**src/rtl/systolic_2x2_collect.sv**
```systemverilog
`default_nettype none
// ============================================================================
// Module      : systolic_2x2_collect
// Description : Output collector for a 2x2 weight-stationary systolic array.
//               A delayed copy of the array's input-row valid marks when each
//               column result arrives. Col0 is held in a skew line until its
//               col1 partner appears. The aligned row is then written with a
//               matrix-row parity bit into a show-ahead FIFO, which is read
//               out over valid/ready.
// Ports       : clk, rst            - clock, synchronous active-high reset
//               in_valid            - row entered the array this cycle
//               c_col0_in/c_col1_in - skewed signed column results
//               out_valid/out_ready - downstream handshake
//               out_c0/out_c1       - head row data
//               out_last            - head row is the second row of a matrix
//               count               - FIFO occupancy
//               overflow            - sticky, a row was dropped on full
// Options     : SYS2X2_COLLECT_RELU_EN - clamp negative values to 0 at write
// Revision    : 1.0 - initial release
// ============================================================================
module systolic_2x2_collect #(
    parameter int C_W   = 8,
    parameter int LAT0  = 2,
    parameter int SKEW  = 1,
    parameter int DEPTH = 4
) (
    input  logic                        clk,
    input  logic                        rst,
    input  logic                        in_valid,
    input  logic signed [C_W-1:0]       c_col0_in,
    input  logic signed [C_W-1:0]       c_col1_in,
    output logic                        out_valid,
    input  logic                        out_ready,
    output logic signed [C_W-1:0]       out_c0,
    output logic signed [C_W-1:0]       out_c1,
    output logic                        out_last,
    output logic [$clog2(DEPTH):0]      count,
    output logic                        overflow
);

    localparam int c_VLEN = LAT0 + SKEW;
    localparam int c_AW   = $clog2(DEPTH);
    localparam int c_CW   = c_AW + 1;

    localparam logic [c_CW-1:0] c_DEPTH_CNT = c_CW'(DEPTH);
    localparam logic [c_CW-1:0] c_CNT_ONE   = 1;
    localparam logic [c_AW-1:0] c_PTR_ONE   = 1;

    // Valid delay line; bit k is in_valid delayed by k+1 cycles, so the value
    // seen at a clock edge by bit D-1 is the in_valid sampled D edges earlier.
    logic [c_VLEN-1:0]     r_vline_q;
    // Free-running col0 skew line; its oldest stage is the col0 partner of the
    // current col1 whenever the col1 tap is set. No explicit col0 tap is needed.
    logic signed [C_W-1:0] r_c0line_q [SKEW];

    logic signed [C_W-1:0] r_mem_c0_q   [DEPTH];
    logic signed [C_W-1:0] r_mem_c1_q   [DEPTH];
    logic                  r_mem_last_q [DEPTH];

    logic [c_AW-1:0]       r_wr_ptr_q;
    logic [c_AW-1:0]       r_rd_ptr_q;
    logic [c_CW-1:0]       r_count_q;
    logic [c_CW-1:0]       w_count_d;
    logic                  r_parity_q;
    logic                  r_overflow_q;

    logic                  w_v1;
    logic                  w_full;
    logic                  w_pop;
    logic                  w_push;
    logic signed [C_W-1:0] w_c0_aligned;
    logic signed [C_W-1:0] w_wr_c0;
    logic signed [C_W-1:0] w_wr_c1;

    assign w_v1         = r_vline_q[c_VLEN-1];
    assign w_c0_aligned = r_c0line_q[SKEW-1];

    assign w_full = (r_count_q == c_DEPTH_CNT);
    assign w_pop  = out_valid && out_ready;
    // A pop frees the slot in the same edge, so a full FIFO still accepts.
    assign w_push = w_v1 && (!w_full || w_pop);

`ifdef SYS2X2_COLLECT_RELU_EN
    assign w_wr_c0 = w_c0_aligned[C_W-1] ? '0 : w_c0_aligned;
    assign w_wr_c1 = c_col1_in[C_W-1]    ? '0 : c_col1_in;
`else
    assign w_wr_c0 = w_c0_aligned;
    assign w_wr_c1 = c_col1_in;
`endif

    always_comb begin
        w_count_d = r_count_q;
        case ({w_push, w_pop})
            2'b10:   w_count_d = r_count_q + c_CNT_ONE;
            2'b01:   w_count_d = r_count_q - c_CNT_ONE;
            default: w_count_d = r_count_q;
        endcase
    end

    always_ff @(posedge clk) begin
        if (rst) begin
            r_vline_q    <= '0;
            r_wr_ptr_q   <= '0;
            r_rd_ptr_q   <= '0;
            r_count_q    <= '0;
            r_parity_q   <= 1'b0;
            r_overflow_q <= 1'b0;
            for (int i = 0; i < SKEW; i++) begin
                r_c0line_q[i] <= '0;
            end
            // Storage is cleared so the head outputs read 0 after reset.
            for (int i = 0; i < DEPTH; i++) begin
                r_mem_c0_q[i]   <= '0;
                r_mem_c1_q[i]   <= '0;
                r_mem_last_q[i] <= 1'b0;
            end
        end else begin
            r_vline_q     <= {r_vline_q[c_VLEN-2:0], in_valid};
            r_c0line_q[0] <= c_col0_in;
            for (int i = 1; i < SKEW; i++) begin
                r_c0line_q[i] <= r_c0line_q[i-1];
            end

            // Parity advances on every arriving row, dropped or not, so
            // matrix framing stays correct after an overflow.
            if (w_v1) begin
                r_parity_q <= ~r_parity_q;
                if (!w_push) begin
                    r_overflow_q <= 1'b1;
                end
            end

            if (w_push) begin
                r_mem_c0_q[r_wr_ptr_q]   <= w_wr_c0;
                r_mem_c1_q[r_wr_ptr_q]   <= w_wr_c1;
                r_mem_last_q[r_wr_ptr_q] <= r_parity_q;
                r_wr_ptr_q               <= r_wr_ptr_q + c_PTR_ONE;
            end
            if (w_pop) begin
                r_rd_ptr_q <= r_rd_ptr_q + c_PTR_ONE;
            end
            r_count_q <= w_count_d;
        end
    end

    assign out_valid = (r_count_q != '0);
    assign out_c0    = r_mem_c0_q[r_rd_ptr_q];
    assign out_c1    = r_mem_c1_q[r_rd_ptr_q];
    assign out_last  = r_mem_last_q[r_rd_ptr_q];
    assign count     = r_count_q;
    assign overflow  = r_overflow_q;

endmodule
`default_nettype wire

```
**config.mk**
```make
export PLATFORM = sky130hd
export DESIGN_NAME = systolic_2x2_collect
export DESIGN_NICKNAME = d
export VERILOG_FILES = /design/src/rtl/systolic_2x2_collect.sv
export SDC_FILE = /design/constraint.sdc
export NUM_CORES = 1
export LEC_CHECK = 0
export CAP_MARGIN = 20
export CORE_ASPECT_RATIO = 2
export CORE_MARGIN = 2
export CORE_UTILIZATION = 25
export DETAILED_ROUTE_END_ITERATION = 8
export GPL_ROUTABILITY_DRIVEN = 0
export GPL_TIMING_DRIVEN = 0
export HOLD_SLACK_MARGIN = 0.02
export PLACE_DENSITY = 0.47
export SLEW_MARGIN = 20
export SYNTH_ARGS = -nofsm -noshare
export SYNTH_HDL_FRONTEND = slang
export SYNTH_SLANG_ARGS = --single-unit
export TNS_END_PERCENT = 100
```
**constraint.sdc**
```tcl
create_clock -name clk -period 8.6 [get_ports clk]
set_clock_uncertainty 0.2 [all_clocks]
set_input_delay 2.15 -clock clk [delete_from_list [all_inputs] [get_ports clk]]
set_output_delay 2.15 -clock clk [all_outputs]
set_load 0.1 [all_outputs]
```
==> Implementation_results.wiki, run 1 <==
{| class="wikitable"
! Metric !! Value
|-
| Area overhead of the layout relative to synthesis || 26.1%
|-
| Top area cells in the synthesized netlist || sky130_fd_sc_hd__edfxtp_1 (55%), sky130_fd_sc_hd__dfxtp_1 (12%), sky130_fd_sc_hd__and2_1 (11%)
|-
| Total Nets Final || 318
|-
| Total via count after detailed routing || 2048
|-
| Pwr dens || 219 nW/µm²
|-
| Clock insertion delay at the later pin of the skew report || 330 ps
|-
| Fin Setup TNS || 0 ps
|-
| Final period utilization || 0.639
|-
| Worst r2r dst || count[2]$_SDFFE_PP0P_
|-
| I/O pin count || 42
|-
| Post-Syn Instances || 243
|-
| Initial antenna violation count || 0
|-
| Final setup fails || 0
|-
| CTS tree || built
|-
| Initial core utilization || 0.253
|-
| First-pass GRT wire length || 12.4 mm
|-
| Worst-case reg-to-reg path depth || 8
|-
| Post-place setup slack || 3340 ps
|-
| Startpoint of the most critical register-to-register path || count[0]$_SDFFE_PP0P_
|-
| Final instance area || 4700 µm²
|-
| Standard-cell row count || 63
|-
| End point of the most critical hold path || r_vline_q[2]$_SDFF_PP0_
|-
| Count of input and output buffers || 40
|-
| Area of the die || 16000 µm²
|-
| Antenna Violating Nets Remaining || 0
|-
| Number of H-tree branching levels || 3
|-
| Violation count after the first detailed-route iteration || 105
|-
| Largest net degree at the start of global routing || 18
|-
| Worst-path clk slew || 60 ps
|-
| Hold/Removal Path Class || flop to flop
|-
| Top FF cell, synth || sky130_fd_sc_hd__edfxtp_1
|-
| Worst-case setup margin in the final layout || 3100 ps
|-
| LEAKAGE || 1.63 nW
|-
| Max Fanout on Critical Path || 10
|-
| Final number of max-transition violations || 0
|-
| Number of enable flip-flop cells after synthesis || 68
|-
| Final critical path time including I/O delays and setup || 5500 ps
|-
| Proportion of layout cells with a drive suffix above 1 || 0.143
|-
| CP Capture Type || output pin
|-
| Post_cts resized || 0
|-
| Share of async-settable or async-resettable flops after synthesis || 0
|-
| Number of diodes || 0
|-
| Post-detailed-placement half-perimeter wirelength || 5.44 mm
|-
| Core box area || 14700 µm²
|-
| Maximum clock path buffer count || 2
|-
| Number of hold-slack violations in the final timing report || 0
|-
| Flops & latches, synth || 90
|-
| Startpoint of the worst hold path || r_vline_q[1]$_SDFF_PP0_
|-
| Register-to-Register Setup Slack || 5720 ps
|-
| Library cell with the largest summed area after synthesis || sky130_fd_sc_hd__edfxtp_1
|-
| Category of the critical setup timing path || flop to output pin
|-
| Number of nets produced by synthesis || 265
|-
| CP required || 6250 ps
|-
| Overall die height || 177 µm
|-
| Wire length reported by the detailed router || 7.82 mm
|-
| Post-synthesis average cell area || 15.3 µm²
|-
| Average vias per placed instance || 4.14
|-
| Utilization after layout || 0.319
|-
| CTS Buf Count || 9
|-
| CTS Hold Bufs || 0
|-
| Hold Path Stages || 1
|-
| Worst VDD drop || 0.0852 mV
|-
| Number of distinct standard cells referenced by the synthesized netlist || 30
|-
| Number of post-CTS setup repair buffers || 0
|-
| Total gr overflow || 0
|-
| Critical path launch point type || flop
|-
| Max Cap Violations || 0
|-
| Clock root buffer master || sky130_fd_sc_hd__clkbuf_16
|-
| Top achievable clock speed || 182 MHz
|-
| Final routed DRC violation total || 0
|-
| Sink count of the clock tree || 90
|-
| Vias in the first global route || 2215
|-
| Signal arrival time at the worst endpoint || 3150 ps
|-
| Cell area after synthesis || 3730 µm²
|-
| Routed len/inst || 15.8 µm
|-
| Length of the first detailed-routing pass in iterations || 4
|-
| Synth top area share || 0.548
|-
| Total Routing Usage GR || 0.105
|-
| Outcome || finished, final reports clean
|-
| DIE WIDTH || 90.3 µm
|-
| Top cells by count, synth || sky130_fd_sc_hd__and2_1 (68), sky130_fd_sc_hd__edfxtp_1 (68), sky130_fd_sc_hd__dfxtp_1 (22)
|-
| Portion of the post-synthesis area used by sequential elements || 0.666
|-
| DP Area || 4410 µm²
|-
| Unrepaired setup endpoints after global routing || no
|-
| Number of warning messages in the yosys log || 0
|-
| Transition time at the pin with the least slew margin || 978 ps
|-
| Worst slew margin relative to its limit || 0.346
|}
-- worst max-delay path, cell delays in order, from the launching register on --
cell	delay, ps
sky130_fd_sc_hd__dfxtp_1	310
sky130_fd_sc_hd__buf_1	420
sky130_fd_sc_hd__clkbuf_1	570
sky130_fd_sc_hd__mux4_2	370
sky130_fd_sc_hd__clkdlybuf4s50_1	1140
-- area by class of cell --
type,count,area (µm²)
fill,1474,10000
sequential,90,2480
multi-input combinational,137,1210
timing repair buffer,42,420
tap,195,244
clock buffer,9,225
clock inverter,6,58.8
buffer,11,43.8
inverter,5,18.8
-- placed cells by master (no fill, tap or decap), types with 3 or more instances in the layout --
cell	synthesis	layout
sky130_fd_sc_hd__clkbuf_1	7	7
sky130_fd_sc_hd__clkbuf_16	0	9
sky130_fd_sc_hd__clkdlybuf4s50_1	0	40
sky130_fd_sc_hd__xor2_1	3	3
sky130_fd_sc_hd__a21oi_1	3	3
sky130_fd_sc_hd__dfxtp_1	22	22
sky130_fd_sc_hd__nor2b_1	12	12
sky130_fd_sc_hd__edfxtp_1	68	68
sky130_fd_sc_hd__mux4_2	17	17
sky130_fd_sc_hd__inv_1	5	5
sky130_fd_sc_hd__nor2_1	10	10
sky130_fd_sc_hd__and2_1	68	68
sky130_fd_sc_hd__clkinv_2	0	4
-- sequential cells by signal (all words and copies together) (netlist names), named ones only --
| register | count |
|---|---|
| r_c0line_q | 8 |
| r_mem_c1_q | 32 |
| r_mem_last_q | 4 |
| r_parity_q | 1 |
| r_wr_ptr_q | 2 |
| r_rd_ptr_q | 2 |
| r_vline_q | 3 |
| r_mem_c0_q | 32 |
| overflow | 1 |
| count | 3 |
-- metal layers --
| layer | global-route usage | wire [µm] | part of all wire | vias to the layer above |
|---|---|---|---|---|
| li1 | - | - | - | 971 |
| met1 | 0.108 | 2800 | 0.36 | 1027 |
| met2 | 0.199 | 4570 | 0.58 | 34 |
| met3 | 0.0217 | 217 | 0.028 | 16 |
| met4 | 0.0532 | 235 | 0.030 | 0 |
| met5 | 0 | 0 | 0 | - |
-- power by group --
part,switching (W),total [W],internal [W]
Sequential,0.00000815,0.000491,0.000483
Combinational,0.000112,0.000160,0.0000484
Clock,0.000157,0.000379,0.000222
Total,0.000277,0.00103,0.000754
-- metrics by stage --
stage	power, W	hold slack [ps]	cells
2_1_floorplan	0.000620	214	243
3_3_place_gp	0.000662	219	478
3_5_place_dp	0.000664	226	479
4_1_cts	0.00105	240	494
5_1_grt	0.00106	271	495
6_report	0.00103	235	495
-- cells by family after synthesis --
family	Yosys count	synth area share
AOI/OAI and AO/OA	10	0.0175
xor gates and xnor gates	5	0.0118
adders and majority gates	2	0.00873
buffers and inverters	16	0.0168
DFF	90	0.666
muxes	18	0.106
and+or+nand+nor	102	0.173
-- how the worst max path moves through the flow --
stage          startpoint                        endpoint  depth (start not counted)
4_1_cts              flop                       out_c0[3]                          4
3_5_place_dp         flop                       out_c0[3]                          4
2_1_floorplan   out_ready  r_mem_c0_q[2][0]$_SDFFCE_PN0P_                          3
6_report             flop                       out_c0[3]                          4
5_1_grt              flop                       out_c0[3]                          4
3_3_place_gp    out_ready  r_mem_c1_q[1][0]$_SDFFCE_PN0P_                          3
No activity file was read; power rests on OpenSTA's default activity.
==> inputs of run 2 (changes only) <==
- clock period: 8.6 -> 5.67 ns (I/O delays scaled with it)
==> results of run 2 <==
Same layout as run 1 (identical final DEF). Status: finished, final reports clean.
Main changes from that run: setup slack after placement 3340 ps -> 1140 ps; setup slack after layout 3100 ps -> 904 ps; register-to-register setup slack 5720 ps -> 2790 ps; total power 0.00103 W -> 0.00156 W; worst IR drop on VDD 0.0852 mV -> 0.129 mV
